--- src/rtl/lacc_mem_bridge_if.sv ---
// Signal bundle for the accelerator data port and the memory request/response port.
// The bridge takes the slave view; the accelerator/memory environment takes the master view.
interface lacc_mem_bridge_if;
    logic        lacc_flush;
    logic        lacc_data_valid;
    logic        lacc_data_ready;
    logic [31:0] lacc_data_addr;
    logic        lacc_data_read;
    logic [31:0] lacc_data_wdata;
    logic [1:0]  lacc_data_size;
    logic        lacc_drsp_valid;
    logic [31:0] lacc_drsp_rdata;
    logic        mem_req_valid;
    logic        mem_req_ready;
    logic [31:0] mem_req_addr;
    logic        mem_req_we;
    logic [31:0] mem_req_wdata;
    logic [3:0]  mem_req_wstrb;
    logic        mem_rsp_valid;
    logic [31:0] mem_rsp_rdata;

    modport slave (
        input  lacc_flush, lacc_data_valid, lacc_data_addr, lacc_data_read,
               lacc_data_wdata, lacc_data_size, mem_req_ready, mem_rsp_valid, mem_rsp_rdata,
        output lacc_data_ready, lacc_drsp_valid, lacc_drsp_rdata, mem_req_valid,
               mem_req_addr, mem_req_we, mem_req_wdata, mem_req_wstrb
    );

    modport master (
        output lacc_flush, lacc_data_valid, lacc_data_addr, lacc_data_read,
               lacc_data_wdata, lacc_data_size, mem_req_ready, mem_rsp_valid, mem_rsp_rdata,
        input  lacc_data_ready, lacc_drsp_valid, lacc_drsp_rdata, mem_req_valid,
               mem_req_addr, mem_req_we, mem_req_wdata, mem_req_wstrb
    );
endinterface

--- src/rtl/lacc_mem_bridge.sv ---
// Accelerator-to-memory bridge: queues byte/half/word requests, lane-positions writes,
// caps in-flight reads and realigns in-order read responses back to the accelerator.
module lacc_mem_bridge #(
    parameter int REQ_DEPTH       = 4,
    parameter int MAX_OUTSTANDING = 4
) (
    input  logic             clk,
    input  logic             rst,
    lacc_mem_bridge_if.slave bus
);
    localparam int RAW = $clog2(REQ_DEPTH);
    localparam int RPW = RAW + 1;
    localparam int TAW = $clog2(MAX_OUTSTANDING);
    localparam int TPW = TAW + 1;
    localparam int TIW = (TAW > 0) ? TAW : 1;

    typedef struct packed {
        logic [31:0] addr;
        logic        read;
        logic [31:0] wdata;
        logic [1:0]  size;
    } req_t;

    typedef struct packed {
        logic [1:0] off;
        logic [1:0] size;
    } trk_t;

    req_t                       req_q [REQ_DEPTH];
    req_t                       req_d [REQ_DEPTH];
    logic [RPW-1:0]             req_wr_q, req_wr_d, req_rd_q, req_rd_d;
    trk_t                       trk_q [MAX_OUTSTANDING];
    trk_t                       trk_d [MAX_OUTSTANDING];
    logic [MAX_OUTSTANDING-1:0] drop_q, drop_d;
    logic [TPW-1:0]             trk_wr_q, trk_wr_d, trk_rd_q, trk_rd_d;
    logic                       drsp_valid_q, drsp_valid_d;
    logic [31:0]                drsp_rdata_q, drsp_rdata_d;

    logic           req_empty, req_full, trk_empty, trk_full;
    logic [RAW-1:0] req_widx, req_ridx;
    logic [TIW-1:0] trk_widx, trk_ridx;
    req_t           head;
    trk_t           trk_head;
    logic           mem_valid, push, pop, trk_push, trk_pop;
    logic [31:0]    rsp_shift;

    always_comb begin
        req_widx  = req_wr_q[RAW-1:0];
        req_ridx  = req_rd_q[RAW-1:0];
        trk_widx  = TIW'(trk_wr_q) & TIW'(MAX_OUTSTANDING - 1);
        trk_ridx  = TIW'(trk_rd_q) & TIW'(MAX_OUTSTANDING - 1);
        head      = req_q[req_ridx];
        trk_head  = trk_q[trk_ridx];
        // Full when indices match but the wrap bits differ.
        req_empty = (req_wr_q == req_rd_q);
        req_full  = ((req_wr_q ^ req_rd_q) == RPW'(REQ_DEPTH));
        trk_empty = (trk_wr_q == trk_rd_q);
        trk_full  = ((trk_wr_q ^ trk_rd_q) == TPW'(MAX_OUTSTANDING));

        mem_valid = ~req_empty & ~(head.read & trk_full);
        push      = bus.lacc_data_valid & ~req_full & ~bus.lacc_flush;
        pop       = mem_valid & bus.mem_req_ready;
        trk_push  = pop & head.read;
        trk_pop   = bus.mem_rsp_valid & ~trk_empty;

        req_d = req_q;
        if (push) begin
            req_d[req_widx] = '{addr:  bus.lacc_data_addr,  read: bus.lacc_data_read,
                                wdata: bus.lacc_data_wdata, size: bus.lacc_data_size};
        end
        req_wr_d = req_wr_q + RPW'(push);
        req_rd_d = bus.lacc_flush ? req_wr_q : req_rd_q + RPW'(pop);

        trk_d  = trk_q;
        drop_d = drop_q;
        if (trk_push) begin
            trk_d[trk_widx]  = '{off: head.addr[1:0], size: head.size};
            drop_d[trk_widx] = bus.lacc_flush;
        end
        // Flush orphans every in-flight read; the responses still drain but are swallowed.
        if (bus.lacc_flush) drop_d = '1;
        trk_wr_d = trk_wr_q + TPW'(trk_push);
        trk_rd_d = trk_rd_q + TPW'(trk_pop);

        rsp_shift = bus.mem_rsp_rdata >> {trk_head.off, 3'b000};
        drsp_valid_d = trk_pop & ~drop_q[trk_ridx] & ~bus.lacc_flush;
        drsp_rdata_d = drsp_rdata_q;
        if (drsp_valid_d) begin
            case (trk_head.size)
                2'd0:    drsp_rdata_d = {24'b0, rsp_shift[7:0]};
                2'd1:    drsp_rdata_d = {16'b0, rsp_shift[15:0]};
                default: drsp_rdata_d = rsp_shift;
            endcase
        end
    end

    always_ff @(posedge clk) begin
        if (rst) begin
            req_wr_q     <= '0;
            req_rd_q     <= '0;
            trk_wr_q     <= '0;
            trk_rd_q     <= '0;
            drop_q       <= '0;
            drsp_valid_q <= 1'b0;
            drsp_rdata_q <= '0;
        end else begin
            req_q        <= req_d;
            req_wr_q     <= req_wr_d;
            req_rd_q     <= req_rd_d;
            trk_q        <= trk_d;
            drop_q       <= drop_d;
            trk_wr_q     <= trk_wr_d;
            trk_rd_q     <= trk_rd_d;
            drsp_valid_q <= drsp_valid_d;
            drsp_rdata_q <= drsp_rdata_d;
        end
    end

    assign bus.lacc_data_ready = ~req_full;
    assign bus.lacc_drsp_valid = drsp_valid_q;
    assign bus.lacc_drsp_rdata = drsp_rdata_q;
    assign bus.mem_req_valid   = mem_valid;
    assign bus.mem_req_addr    = {head.addr[31:2], 2'b00};
    assign bus.mem_req_we      = ~req_empty & ~head.read;

    always_comb begin
        bus.mem_req_wstrb = 4'b0000;
        bus.mem_req_wdata = head.wdata;
        if (~req_empty & ~head.read) begin
            case (head.size)
                2'd0: begin
                    bus.mem_req_wstrb = 4'b0001 << head.addr[1:0];
                    bus.mem_req_wdata = {4{head.wdata[7:0]}};
                end
                2'd1: begin
                    bus.mem_req_wstrb = 4'b0011 << {head.addr[1], 1'b0};
                    bus.mem_req_wdata = {2{head.wdata[15:0]}};
                end
                default: bus.mem_req_wstrb = 4'b1111;
            endcase
        end
    end
endmodule

--- src/flat_wrapper.sv ---
// flat-port wrapper written by rule: the top's interface ports become plain ports
module lacc_mem_bridge_flat 
#(
    parameter int REQ_DEPTH       = 4,
    parameter int MAX_OUTSTANDING = 4
)
  (clk, rst, bus_lacc_flush, bus_lacc_data_valid, bus_lacc_data_addr, bus_lacc_data_read, bus_lacc_data_wdata, bus_lacc_data_size, bus_mem_req_ready, bus_mem_rsp_valid, bus_mem_rsp_rdata, bus_lacc_data_ready, bus_lacc_drsp_valid, bus_lacc_drsp_rdata, bus_mem_req_valid, bus_mem_req_addr, bus_mem_req_we, bus_mem_req_wdata, bus_mem_req_wstrb);
  lacc_mem_bridge_if bus_i ();
  input  logic clk;
  input  logic rst;
  input wire logic [$bits(bus_i.lacc_flush)-1:0] bus_lacc_flush;
  input wire logic [$bits(bus_i.lacc_data_valid)-1:0] bus_lacc_data_valid;
  input wire logic [$bits(bus_i.lacc_data_addr)-1:0] bus_lacc_data_addr;
  input wire logic [$bits(bus_i.lacc_data_read)-1:0] bus_lacc_data_read;
  input wire logic [$bits(bus_i.lacc_data_wdata)-1:0] bus_lacc_data_wdata;
  input wire logic [$bits(bus_i.lacc_data_size)-1:0] bus_lacc_data_size;
  input wire logic [$bits(bus_i.mem_req_ready)-1:0] bus_mem_req_ready;
  input wire logic [$bits(bus_i.mem_rsp_valid)-1:0] bus_mem_rsp_valid;
  input wire logic [$bits(bus_i.mem_rsp_rdata)-1:0] bus_mem_rsp_rdata;
  output wire logic [$bits(bus_i.lacc_data_ready)-1:0] bus_lacc_data_ready;
  output wire logic [$bits(bus_i.lacc_drsp_valid)-1:0] bus_lacc_drsp_valid;
  output wire logic [$bits(bus_i.lacc_drsp_rdata)-1:0] bus_lacc_drsp_rdata;
  output wire logic [$bits(bus_i.mem_req_valid)-1:0] bus_mem_req_valid;
  output wire logic [$bits(bus_i.mem_req_addr)-1:0] bus_mem_req_addr;
  output wire logic [$bits(bus_i.mem_req_we)-1:0] bus_mem_req_we;
  output wire logic [$bits(bus_i.mem_req_wdata)-1:0] bus_mem_req_wdata;
  output wire logic [$bits(bus_i.mem_req_wstrb)-1:0] bus_mem_req_wstrb;
  assign bus_i.lacc_flush = bus_lacc_flush;
  assign bus_i.lacc_data_valid = bus_lacc_data_valid;
  assign bus_i.lacc_data_addr = bus_lacc_data_addr;
  assign bus_i.lacc_data_read = bus_lacc_data_read;
  assign bus_i.lacc_data_wdata = bus_lacc_data_wdata;
  assign bus_i.lacc_data_size = bus_lacc_data_size;
  assign bus_i.mem_req_ready = bus_mem_req_ready;
  assign bus_i.mem_rsp_valid = bus_mem_rsp_valid;
  assign bus_i.mem_rsp_rdata = bus_mem_rsp_rdata;
  assign bus_lacc_data_ready = bus_i.lacc_data_ready;
  assign bus_lacc_drsp_valid = bus_i.lacc_drsp_valid;
  assign bus_lacc_drsp_rdata = bus_i.lacc_drsp_rdata;
  assign bus_mem_req_valid = bus_i.mem_req_valid;
  assign bus_mem_req_addr = bus_i.mem_req_addr;
  assign bus_mem_req_we = bus_i.mem_req_we;
  assign bus_mem_req_wdata = bus_i.mem_req_wdata;
  assign bus_mem_req_wstrb = bus_i.mem_req_wstrb;
  lacc_mem_bridge #(.REQ_DEPTH(REQ_DEPTH), .MAX_OUTSTANDING(MAX_OUTSTANDING)) u_core (.clk(clk), .rst(rst), .bus(bus_i));
endmodule
--- config.mk ---
export PLATFORM = sky130hd
export DESIGN_NAME = lacc_mem_bridge_flat
export DESIGN_NICKNAME = d
export VERILOG_FILES = /design/src/rtl/lacc_mem_bridge_if.sv /design/src/rtl/lacc_mem_bridge.sv /design/src/flat_wrapper.sv
export SDC_FILE = /design/constraint.sdc
export NUM_CORES = 1
export LEC_CHECK = 0
export ABC_AREA = 1
export CORE_UTILIZATION = 58
export CTS_CLUSTER_DIAMETER = 100
export DETAILED_ROUTE_END_ITERATION = 12
export PLACE_DENSITY_LB_ADDON = 0.25
export SLEW_MARGIN = 15
export SYNTH_ARGS = -nofsm -noshare
export SYNTH_HDL_FRONTEND = slang
export SYNTH_SLANG_ARGS = --single-unit
--- constraint.sdc ---
create_clock -name clk -period 11.45 [get_ports clk]
set_input_delay 1.145 -clock clk [delete_from_list [all_inputs] [get_ports clk]]
set_output_delay 1.145 -clock clk [all_outputs]
set_load 0.05 [all_outputs]
# After elaboration in Yosys (flattened, before gate mapping)
# Index checks and enable logic that the tools add are counted.
# totals
ff_bits	333
latchBits	0
ram_bits	0
mem_bits_ro	0
input_bits	105
output_inout_bits	104
wordCells	110
n_memories	0
# op_classes
addsub	4
mul	0
div	0
magnitude_cmp	9
eq_ne	6
shifts	3
mux	25
bitwise	24
n_reduce_logical	8
# ops
op	count
268-bit bitwise mux	1
67-bit 2-to-1 mux	3
67-bit binary-select mux with 2-bit select	1
67-bit demux with 2-bit select	1
32-bit one-hot mux with 2 select lines	2
32-bit 2-to-1 mux	1
32-bit by 5-bit right shift with 32-bit output	1
4-bit 2-to-1 mux	6
16-bit bitwise mux	1
3-bit by 1-bit adder with 3-bit output	4
3-bit >= comparator, second input constant	4
2-bit NOT with 3-bit output	4
1-bit AND	10
4-bit binary-select mux with 2-bit select	1
4-bit demux with 2-bit select	1
1-bit NOT	8
4-bit one-hot mux with 2 select lines	1
3-bit equality test	2
3-bit equality test, second input constant	2
2-bit by 3-bit < comparator with 1-bit output, second input constant	2
3-bit by 1-bit < comparator with 1-bit output, second input constant	2
3-bit bitwise XOR	2
4-bit bitwise mux	1
2-bit by 1-bit equality test with 1-bit output, second input constant	2
other kinds (11)	16

# Logic depth before layout (Yosys ltp)
# Gate-level depths: netlist (run 1).
# depth
depth_word	11
ltp_mapped	13
depth_no_buf	12

# Least setup slack after synthesis (run 1)
# Ideal clock, no wire load.
# synth_timing
path_kind	input -> register
start	in bus_lacc_flush
end	reg u_core.req_q[0] (netlist name), enable pin
setup_time_ps	575
arrival_time_ps	6093
t_required_ps	10875
setup_slack_ps	4782
stages	5
path_buffers	0
cell_sequence	inv_1 -> nand3_1 -> inv_1 -> nand2_1 -> nor3_1
# synth_via
elab_chain_len	3
# synth_rtl
element	line	source
from (decl)	flat_wrapper.sv:11	input wire logic [$bits(bus_i.lacc_flush)-1:0] bus_lacc_flush;
1-bit NOT	lacc_mem_bridge.sv:61	push = bus.lacc_data_valid & ~req_full & ~bus.lacc_flush;
1-bit AND	lacc_mem_bridge.sv:61	
2-bit AND reduction (no line)	n/a	
to (signal assigned)	lacc_mem_bridge.sv:107	req_q <= req_d;
to (decl)	lacc_mem_bridge.sv:29	req_t req_q [REQ_DEPTH];
# Every way passes these cells.
# A chain may end at the register's enable or synchronous reset.

# Worst setup path in the final report (run 1)
# layout_timing
start	reg u_core.req_rd_q[0]
end	out bus_mem_req_wdata[20]
# layout_via
elab_chain_len	7
word_cells_on_any_way	12
cone_classes	2 x eq/ne; 5 x mux; 4 x bitwise; 1 x reduce/logical
# layout_rtl
element	line	source
from (decl)	lacc_mem_bridge.sv:31	logic [RPW-1:0] req_wr_q, req_wr_d, req_rd_q, req_rd_d;
from (signal assigned)	lacc_mem_bridge.sv:109	req_rd_q <= req_rd_d;
2-bit NOT with 3-bit output (implied by the code)	lacc_mem_bridge.sv:52	head = req_q[req_ridx];
67-bit binary-select mux with 2-bit select	lacc_mem_bridge.sv:52	
67-bit 2-to-1 mux (implied by the code) (2 in series)	lacc_mem_bridge.sv:52	
2-bit by 1-bit equality test with 1-bit output, or another cell as far along	lacc_mem_bridge.sv:130	case (head.size)
32-bit one-hot mux with 2 select lines or 1-bit AND (tied branches)	lacc_mem_bridge.sv:130, lacc_mem_bridge.sv:129	
32-bit 2-to-1 mux *	lacc_mem_bridge.sv:129	if (~req_empty & ~head.read) begin
to (decl)	flat_wrapper.sv:26	output wire logic [$bits(bus_i.mem_req_wdata)-1:0] bus_mem_req_wdata;
# Every way passes the cells marked *; elsewhere a longest branch is shown, timed or not. The select of a mux whose other input is x is not followed.

==> results.yml, run 1 <==
global_routing:
  antenna_found_initial: 1
  track_usage: 0.260
  grt_pass1_vias: 9473
  grt_pass1_wl_mm: 49.2
  gr-total-overflow: 0
  grt_max_degree: 106
floorplanning:
  die_w_um: 157
  initial_core_util: 0.593
  io_pins: 209
  core_area_um2: 23500
  rows: 56
  dieArea_um2: 24700
  die_y_um: 157
layout:
  ff_latch_area_um2: 9510
  fin_area_um2: 17000
  multi_input_area_um2: 3560
  nNetsFinal: 1480
  drive_gt1_frac: 0.0616
  syn_to_final_growth_pct: 21.9
  nFillCells: 1612
timing:
  maxSlewViolCount: 0
  timing.hold.ws_ns: 0.464
  finalSetupTns_ns: 0
  skew_ns: 0.0143
  fin_crit_sh: 0.483
  finalCriticalPeriod_ns: 5.53
  setup_viol: 0
  slew_headroom: 0.283
  finalHoldViolCount: 0
  clock.fmax_mhz: 181
  worstMarginPinSlew_ns: 1.08
  rsz0062_at_grt: "false"
critical_path:
  path_delay_family: "buffers and inverters"
  slowest_delay_ns: 0.71
  worst-path-max-fanout: 69
  crit_path_start_kind: "register"
  crit_buf_inv: 6
  critPathSlowestCell: "clkdlybuf4s50_1"
  crit_chain: "inv_4, buf_4, nand2_1, nand3_1, nand2_1, inv_1, nand2_2, nor2_4, inv_2, o21ai_0, inv_1, clkdlybuf4s50_1"
  endpoint_kind: "primary output"
  crit_type: "reg -> out"
  required_ns: 10.31
  cp.arrival_ns: 4.38
power:
  pwr-share-clk: 0.385
  p_comb_frac: 0.175
  switchingPower_uw: 827
  power.density_nw_per_um2: 181
  p_int_mw: 2.24
  p_total_mw: 3.07
  p_seq_frac: 0.440
  switching_share: 0.269
  p_leak_nw: 5.99
  peakVddDrop_mv: 0.153
placement:
  place.gp.congestion: 0.849
  port_buffers: 206
  placed_area_um2: 15800
  dp_hpwl_mm: 18.6
synthesis:
  synth-edff-count: 284
  yosys_warnings: 0
  yosys.area.top_type_share: 0.611
  ys_seq_elements: 333
  yosysSeqAreaShare: 0.682
  synth_common_cells: "edfxtp_1, nand2_1, nor2_1"
  yosys-top-cells-area: "edfxtp_1, dfxtp_1, nand2_1"
  syn_area_um2: 14000
  yosysUniqueCellTypes: 36
  synthArstFlopShare: 0
  synth_top_area_cell: "edfxtp_1"
  yosys_most_used_dff: "edfxtp_1"
  syn_inst: 1223
  post-synth-top-count-cell: "edfxtp_1"
  syn_avg_cell_area_um2: 11.4
routing:
  route.vias.total: 9753
  drt-initial-drc-count: 866
  postRouteAntennaNets: 0
  avgRoutedWirePerCell_um: 18.6
  routed_wl_mm: 31.8
  first_pass_iters: 7
  drc: 0
  via_per_inst: 5.69
clock_network:
  h-tree-depth: 2
  cts-resized-gates: 0
  cts.clk_slew.worst_paths_ns: 0.06
  clock-root-buffer: "clkbuf_16"
  post_cts_buffers: 0
  cts.sinks: 333
  cts_made_buffers: 36
  holdBufCountCts: 0
  clockBufferDepth: 3
  cts_tree: "done"
  insertion_delay_ns: 0.50
hold_path:
  hp-class: "reg -> reg"
flow_run:
  cap_violations: 0
outcome:
  status: "complete, no violations"
==> logic make-up after synthesis <==
group | Yosys count | synth area share
AOI/OAI and AO/OA | 270 | 0.106
xor gates and xnor gates | 7 | 0.00439
adders and majority gates | 7 | 0.00628
buffers and inverters | 157 | 0.0649
DFF | 333 | 0.682
other | 1 | 0.000269
and+or+nand+nor | 448 | 0.137
==> state kept, by name, summed over array words and instances (netlist names) <==
signal and cells:
u_core.trk_q 16, u_core.req_rd_q 3, u_core.trk_wr_q 3, u_core.trk_rd_q 3, u_core.bus.lacc_drsp_valid 1, u_core.bus.lacc_drsp_rdata 32
u_core.req_wr_q 3, u_core.drop_q 4, u_core.req_q 268
==> tightest hold or removal path, delay by kind of cell (launching register included) <==
kind            cells  cell delay [ns]
flops               1             0.31
compound gates      1             0.05
simple gates        1             0.06
==> final cells by class <==
type                       instances  area share
sequential                       333       0.559
antenna                            1    0.000147
tap                              319      0.0235
timing repair buffer             215       0.125
clock buffer                      50      0.0579
clock inverter                    15      0.0135
multi-input combinational        734       0.209
inverter                          48      0.0109
==> per-layer routing <==
| layer | GRT usage | part of all wire | up-vias |
|---|---|---|---|
| met1 | 0.336 | 0.40 | 4656 |
| met4 | 0.0915 | 0.023 | 0 |
| met3 | 0.0537 | 0.093 | 58 |
| met5 | 0 | 0 | - |
| li1 | - | - | 4586 |
| met2 | 0.438 | 0.49 | 453 |
==> worst paths after layout <==
kind | start | to | slack (ns) | cells after the start
worst max register to register | u_core.req_rd_q[0] | u_core.trk_q[1] | 8.17 | 10
worst min register to register | u_core.bus.lacc_drsp_rdata[22] | u_core.bus.lacc_drsp_rdata[22] | 0.46 | 2
worst min-delay path | u_core.bus.lacc_drsp_rdata[22] | u_core.bus.lacc_drsp_rdata[22] | 0.46 | 2
worst max-delay path | u_core.req_rd_q[0] | bus_mem_req_wdata[20] | 5.92 | 12
==> cell usage in the layout (no fill, tap or decap), types with 2 or more instances in the layout <==
master	instances
edfxtp_1	284
clkdlybuf4s50_1	206
nand2_1	195
nor2_1	159
o21ai_0	143
o22ai_1	55
dfxtp_1	47
nand3_1	46
a21oi_1	43
inv_1	39
clkbuf_16	37
nand4_1	17
o21ai_1	14
or2_1	14
clkbuf_1	12
buf_4	9
inv_2	7
a32o_1	7
ha_1	7
xnor2_1	6
bufinv_16	6
nand2_2	5
clkinv_2	5
nor3_2	4
o21bai_1	4
inv_4	2
nor2_4	2
nand3_4	2
conb_1	2
inv_6	2
clkinv_1	2
==> power groups by stage <==
stage,Sequential (mW),Clock (mW),Combinational (mW)
after CTS,1.35,1.19,0.538
after detailed placement,1.38,0,0.533
after global routing,1.35,1.24,0.576
after global placement,1.38,0,0.527
final,1.35,1.18,0.539
after floorplan,1.38,0,0.373
==> per-stage QoR <==
step                      cells  setup WS, ns   util
final                      1715          5.92  0.722
after global routing       1715          5.60  0.722
after CTS                  1714          5.94  0.722
after detailed placement   1649          6.49  0.671
after global placement     1649          6.59  0.671
after floorplan            1224          4.78      -
(Power assumes the default switching activity.)
==> run 2, diff against run 1 <==
--- a/config.mk
+++ b/config.mk
@@ -6,7 +6,7 @@
 export NUM_CORES = 1
 export LEC_CHECK = 0
 export ABC_AREA = 1
-export CORE_UTILIZATION = 58
+export CORE_UTILIZATION = 49
 export CTS_CLUSTER_DIAMETER = 100
 export DETAILED_ROUTE_END_ITERATION = 12
 export PLACE_DENSITY_LB_ADDON = 0.25
==> constraint.sdc (replaced) <==
create_clock -name clk -period 4.9 [get_ports clk]
set_input_delay 0.49 -clock clk [delete_from_list [all_inputs] [get_ports clk]]
set_output_delay 0.49 -clock clk [all_outputs]
set_load 0.05 [all_outputs]
==> results.yml, run 2 (synthesis results as in run 1) <==
floorplanning:
  rows: 61
  initial_core_util: 0.499
  dieArea_um2: 29200
  die_w_um: 171
  die_y_um: 171
  io_pins: 209
  core_area_um2: 27900
clock_network:
  insertion_delay_ns: 0.52
  cts.clk_slew.worst_paths_ns: 0.06
  holdBufCountCts: 0
  cts-resized-gates: 0
  cts.sinks: 333
  clock-root-buffer: "clkbuf_16"
  cts_made_buffers: 35
  h-tree-depth: 2
  cts_tree: "done"
  clockBufferDepth: 3
  post_cts_buffers: 0
power:
  peakVddDrop_mv: 0.340
  pwr-share-clk: 0.369
  switching_share: 0.280
  p_seq_frac: 0.449
  p_comb_frac: 0.182
  p_int_mw: 5.05
  switchingPower_mw: 1.97
  power.density_nw_per_um2: 411
  p_leak_nw: 5.98
layout:
  top_register: "u_core.req_q"
  largest_register_ffs: 268
  final_cell_mix: "edfxtp_1, clkdlybuf4s50_1, nand2_1"
  ff_latch_area_um2: 9510
  multi_input_area_um2: 3560
  nFillCells: 2253
  syn_to_final_growth_pct: 22.4
  fin_area_um2: 17100
  utilization: 0.611
  nNetsFinal: 1483
  drive_gt1_frac: 0.0652
  final_common_cell: "edfxtp_1"
timing:
  skew_ns: 0.0236
  clock.fmax_mhz: 235
  finalCriticalPeriod_ns: 4.25
  finalSetupTns_ns: 0
  fin_crit_sh: 0.867
  slew_headroom: 0.448
  rsz0062_at_grt: "false"
  worstMarginPinSlew_ns: 0.825
  maxSlewViolCount: 0
  setup_viol: 0
  finalHoldViolCount: 0
global_routing:
  track_usage: 0.225
  grt_pass1_wl_mm: 49.4
  antenna_found_initial: 2
  gr-total-overflow: 0
  grt_pass1_vias: 9096
  grt_max_degree: 73
critical_path:
  crit_buf_inv: 4
  cp.arrival_ns: 3.76
  worst-path-max-fanout: 43
  path_delay_family: "buffers and inverters"
  crit_type: "reg -> out"
  crit_chain: "inv_2, buf_4, buf_4, o21ai_0, o22ai_1, nand3_1, o21ai_0, nand2_1, nand2_1, clkdlybuf4s50_1"
  slowest_delay_ns: 0.81
  required_ns: 4.41
  crit_path_start_kind: "register"
  critPathSlowestCell: "clkdlybuf4s50_1"
  endpoint_kind: "primary output"
routing:
  via_per_inst: 5.41
  drc: 0
  route.vias.total: 9599
  postRouteAntennaNets: 0
  drt-initial-drc-count: 851
  first_pass_iters: 5
  routed_wl_mm: 32.6
  avgRoutedWirePerCell_um: 18.4
flow_run:
  cap_violations: 0
placement:
  dp_hpwl_mm: 19.9
  placed_area_um2: 15900
  port_buffers: 206
  place.gp.congestion: 0.888
outcome:
  status: "complete, no violations"
hold_path:
  hp-class: "reg -> reg"
## run 2: cell count changes in the layout (fill, tap and decap cells not counted), moves of 2 or more
cell        before  now
bufinv_16        6    4
clkbuf_1        12    3
clkinvlp_4       0    2
clkinv_1         2    6
clkinv_8         0    2
clkbuf_16       37   35
buf_12           0    4
## run 2: metrics by stage
stage | hold slack, ns | total power [mW] | std cells | worst slack, ns
finish | 0.462 | 7.02 | 1774 | 0.652
floorplan | 0.514 | 4.11 | 1224 | -1.54
CTS | 0.467 | 7.05 | 1773 | 0.767
global placement | 0.452 | 4.47 | 1712 | 1.32
detailed placement | 0.458 | 4.47 | 1712 | 1.34
global route | 0.488 | 7.25 | 1773 | 0.535
## run 2: worst register-to-register path, cell delays in order (launching register included)
cell and delay [ns]:
dfxtp_1 0.65, inv_2 0.22, nand2_1 0.10, nand3_1 0.07, nand2_1 0.08, nand2_1 0.08
nor2_4 0.60, inv_2 0.45, nor2_1 0.23, nor2_1 0.05
## run 2: area by class of cell
class | instances | area share
antenna | 1 | 0.000147
clock buffer | 38 | 0.0520
clock inverter | 23 | 0.0142
inverter | 48 | 0.0108
multi-input combinational | 734 | 0.209
sequential | 333 | 0.557
tap | 378 | 0.0277
timing repair buffer | 219 | 0.129
## run 2: metal layers
layer  track usage  vias to the layer above  share of wire
met5        0.0157                        -         0.0026
met4        0.0756                        6          0.024
met3        0.0539                       55          0.086
met2         0.371                      414           0.48
met1         0.289                     4535           0.41
li1              -                     4589              -
## run 2: final timing paths
check                                 startpoint                              to  slack, ns  cells past startpoint
setup / recovery              u_core.req_rd_q[1]           bus_mem_req_wdata[31]       0.65                     10
setup reg to reg              u_core.trk_rd_q[0]   u_core.bus.lacc_drsp_rdata[1]       2.26                      9
hold / removal    u_core.bus.lacc_drsp_rdata[26]  u_core.bus.lacc_drsp_rdata[26]       0.46                      2
hold reg to reg   u_core.bus.lacc_drsp_rdata[26]  u_core.bus.lacc_drsp_rdata[26]       0.46                      2
## run 2: power groups by stage
stage                     registers, mW  logic [mW]  clock network (mW)
final                              3.15        1.28                2.59
after floorplan                    3.23       0.873                   0
after global routing               3.15        1.36                2.73
after global placement             3.21        1.26                   0
after CTS                          3.15        1.27                2.63
after detailed placement           3.21        1.27                   0
==> run 3, diff against run 2 <==
--- a/config.mk
+++ b/config.mk
@@ -5,9 +5,9 @@
 export SDC_FILE = /design/constraint.sdc
 export NUM_CORES = 1
 export LEC_CHECK = 0
-export ABC_AREA = 1
 export CORE_UTILIZATION = 49
 export CTS_CLUSTER_DIAMETER = 100
+export CTS_CLUSTER_SIZE = 12
 export DETAILED_ROUTE_END_ITERATION = 12
 export PLACE_DENSITY_LB_ADDON = 0.25
 export SLEW_MARGIN = 15
==> results.yml, run 3 <==
outcome:
  status: "complete, no violations"
global_routing:
  track_usage: 0.194
  grt_max_degree: 68
  antenna_found_initial: 2
  grt_pass1_vias: 7132
  grt_pass1_wl_mm: 41.6
  gr-total-overflow: 0
power:
  p_leak_nw: 5.32
  power.density_nw_per_um2: 370
  peakVddDrop_mv: 0.373
floorplanning:
  core_area_um2: 27000
  initial_core_util: 0.500
  die_y_um: 168
  dieArea_um2: 28200
  io_pins: 209
  die_w_um: 168
  rows: 60
synthesis:
  synth_common_cells: "edfxtp_1, mux4_2, dfxtp_1"
  yosys_warnings: 0
  yosysUniqueCellTypes: 46
  ys_seq_elements: 333
  synthArstFlopShare: 0
  syn_avg_cell_area_um2: 18.4
  post-synth-top-count-cell: "edfxtp_1"
  yosys_most_used_dff: "edfxtp_1"
  synth_top_area_cell: "edfxtp_1"
  yosys.area.top_type_share: 0.632
  syn_area_um2: 13500
  yosysSeqAreaShare: 0.704
  syn_inst: 734
  synth-edff-count: 284
  yosys-top-cells-area: "edfxtp_1, mux4_2, dfxtp_1"
routing:
  dr_wl_met2_mm: 13.2
  wl_met3_mm: 1.51
  drt-initial-drc-count: 547
  first_pass_iters: 4
  routed_wl_mm: 27.3
  avgRoutedWirePerCell_um: 21.6
  route.vias.total: 7177
  highest_layer: "met4"
  met1Wirelength_mm: 12.0
  postRouteAntennaNets: 0
  via_per_inst: 5.66
  drc: 0
placement:
  port_buffers: 206
  dp_hpwl_mm: 17.3
  dp.cells: 1209
  place.gp.congestion: 0.827
  placed_area_um2: 15600
layout:
  nFillCells: 2017
  utilization: 0.610
  largest_register_ffs: 268
  multi_input_area_um2: 3520
  final_cell_mix: "edfxtp_1, clkdlybuf4s50_1, mux4_2"
  ff_latch_area_um2: 9520
  fin_area_um2: 16500
  instances_no_fill: 1268
  final_common_cell: "edfxtp_1"
  drive_gt1_frac: 0.188
  nNetsFinal: 1013
  syn_to_final_growth_pct: 22.1
  top_register: "u_core.req_q"
critical_path:
  crit_type: "reg -> out"
  slowest_delay_ns: 0.78
  crit_chain: "buf_4, mux4_2, inv_1, and2_1, mux2_1, buf_4"
  path_delay_family: "multiplexers"
  endpoint_kind: "primary output"
  cp.arrival_ns: 3.66
  worst_path_most_repeated_cell: "buf_4"
  crit_path_start_kind: "register"
  required_ns: 4.41
  crit_buf_inv: 3
  critPathSlowestCell: "mux4_2"
  worst-path-max-fanout: 19
timing:
  finalCriticalPeriod_ns: 4.15
  finalHoldViolCount: 0
  finalSetupTns_ns: 0
  timing.hold.ws_ns: 0.479
  maxSlewViolCount: 0
  rsz0062_at_grt: "false"
  slew_headroom: 0.294
  clock.fmax_mhz: 241
  worstMarginPinSlew_ns: 1.06
  fin_crit_sh: 0.847
  skew_ns: 0.0133
  setup_viol: 0
clock_network:
  cts_made_buffers: 31
  post_cts_buffers: 0
  clock-root-buffer: "clkbuf_16"
  h-tree-depth: 1
  cts-resized-gates: 0
  cts_tree: "done"
  clockBufferDepth: 3
  insertion_delay_ns: 0.56
  holdBufCountCts: 0
  cts.sinks: 333
  cts.clk_slew.worst_paths_ns: 0.06
flow_run:
  cap_violations: 0
hold_path:
  hp-class: "reg -> reg"
-- run 3: kinds of logic after synthesis --
| family | Yosys count | share of synthesized area |
|---|---|---|
| fa+ha+maj | 7 | 0.00649 |
| xor+xnor | 12 | 0.00778 |
| buf+inv | 86 | 0.0374 |
| compound gates | 83 | 0.0432 |
| simple gates | 82 | 0.0344 |
| flops | 333 | 0.704 |
| mux | 130 | 0.166 |
| other cells | 1 | 0.000278 |
-- run 3: final cells by class --
cell class	instances	share of cell area
clock buffer	55	0.0525
inverter	4	0.000911
multi-input combinational	316	0.214
sequential	333	0.577
tap	341	0.0259
timing repair buffer	215	0.128
antenna	2	0.000304
clock inverter	2	0.00152
-- run 3: where the power goes --
part           leakage (nW)  switching, mW  internal (mW)
combinational          1.93          0.476          0.318
clock                 0.424          0.979           1.19
sequential             2.96         0.0255           3.11
-- run 3: worst paths after layout --
check / from / to / slack, ns / cells after the start
worst max register to register: u_core.req_rd_q[1] / u_core.req_q[147] / 1.97 / 5
worst max-delay path: u_core.req_rd_q[0] / bus_mem_req_wdata[9] / 0.75 / 6
worst min register to register: u_core.bus.lacc_drsp_rdata[21] / u_core.bus.lacc_drsp_rdata[21] / 0.48 / 2
worst min-delay path: u_core.bus.lacc_drsp_rdata[21] / u_core.bus.lacc_drsp_rdata[21] / 0.48 / 2
-- run 3: stage by stage --
| stage | power (mW) | worst slack [ns] |
|---|---|---|
| global placement | 4.00 | 1.30 |
| floorplan | 3.74 | 0.458 |
| CTS | 6.16 | 0.655 |
| global route | 6.32 | 0.491 |
| detailed placement | 4.00 | 1.28 |
| finish | 6.10 | 0.750 |
-- run 3: per-layer routing --
metal	GRT usage	vias to the layer above
li1	-	3253
met1	0.269	3668
met2	0.314	218
met3	0.0418	38
met4	0.0515	0
met5	0	-
-- run 3: worst register-to-register path: cells and delay by family, from the launching register on --
kind,cells,cell delay [ns]
xor+xnor,1,0.24
flops,1,0.58
buf+inv,1,0.37
compound gates,1,0.61
simple gates,2,0.77
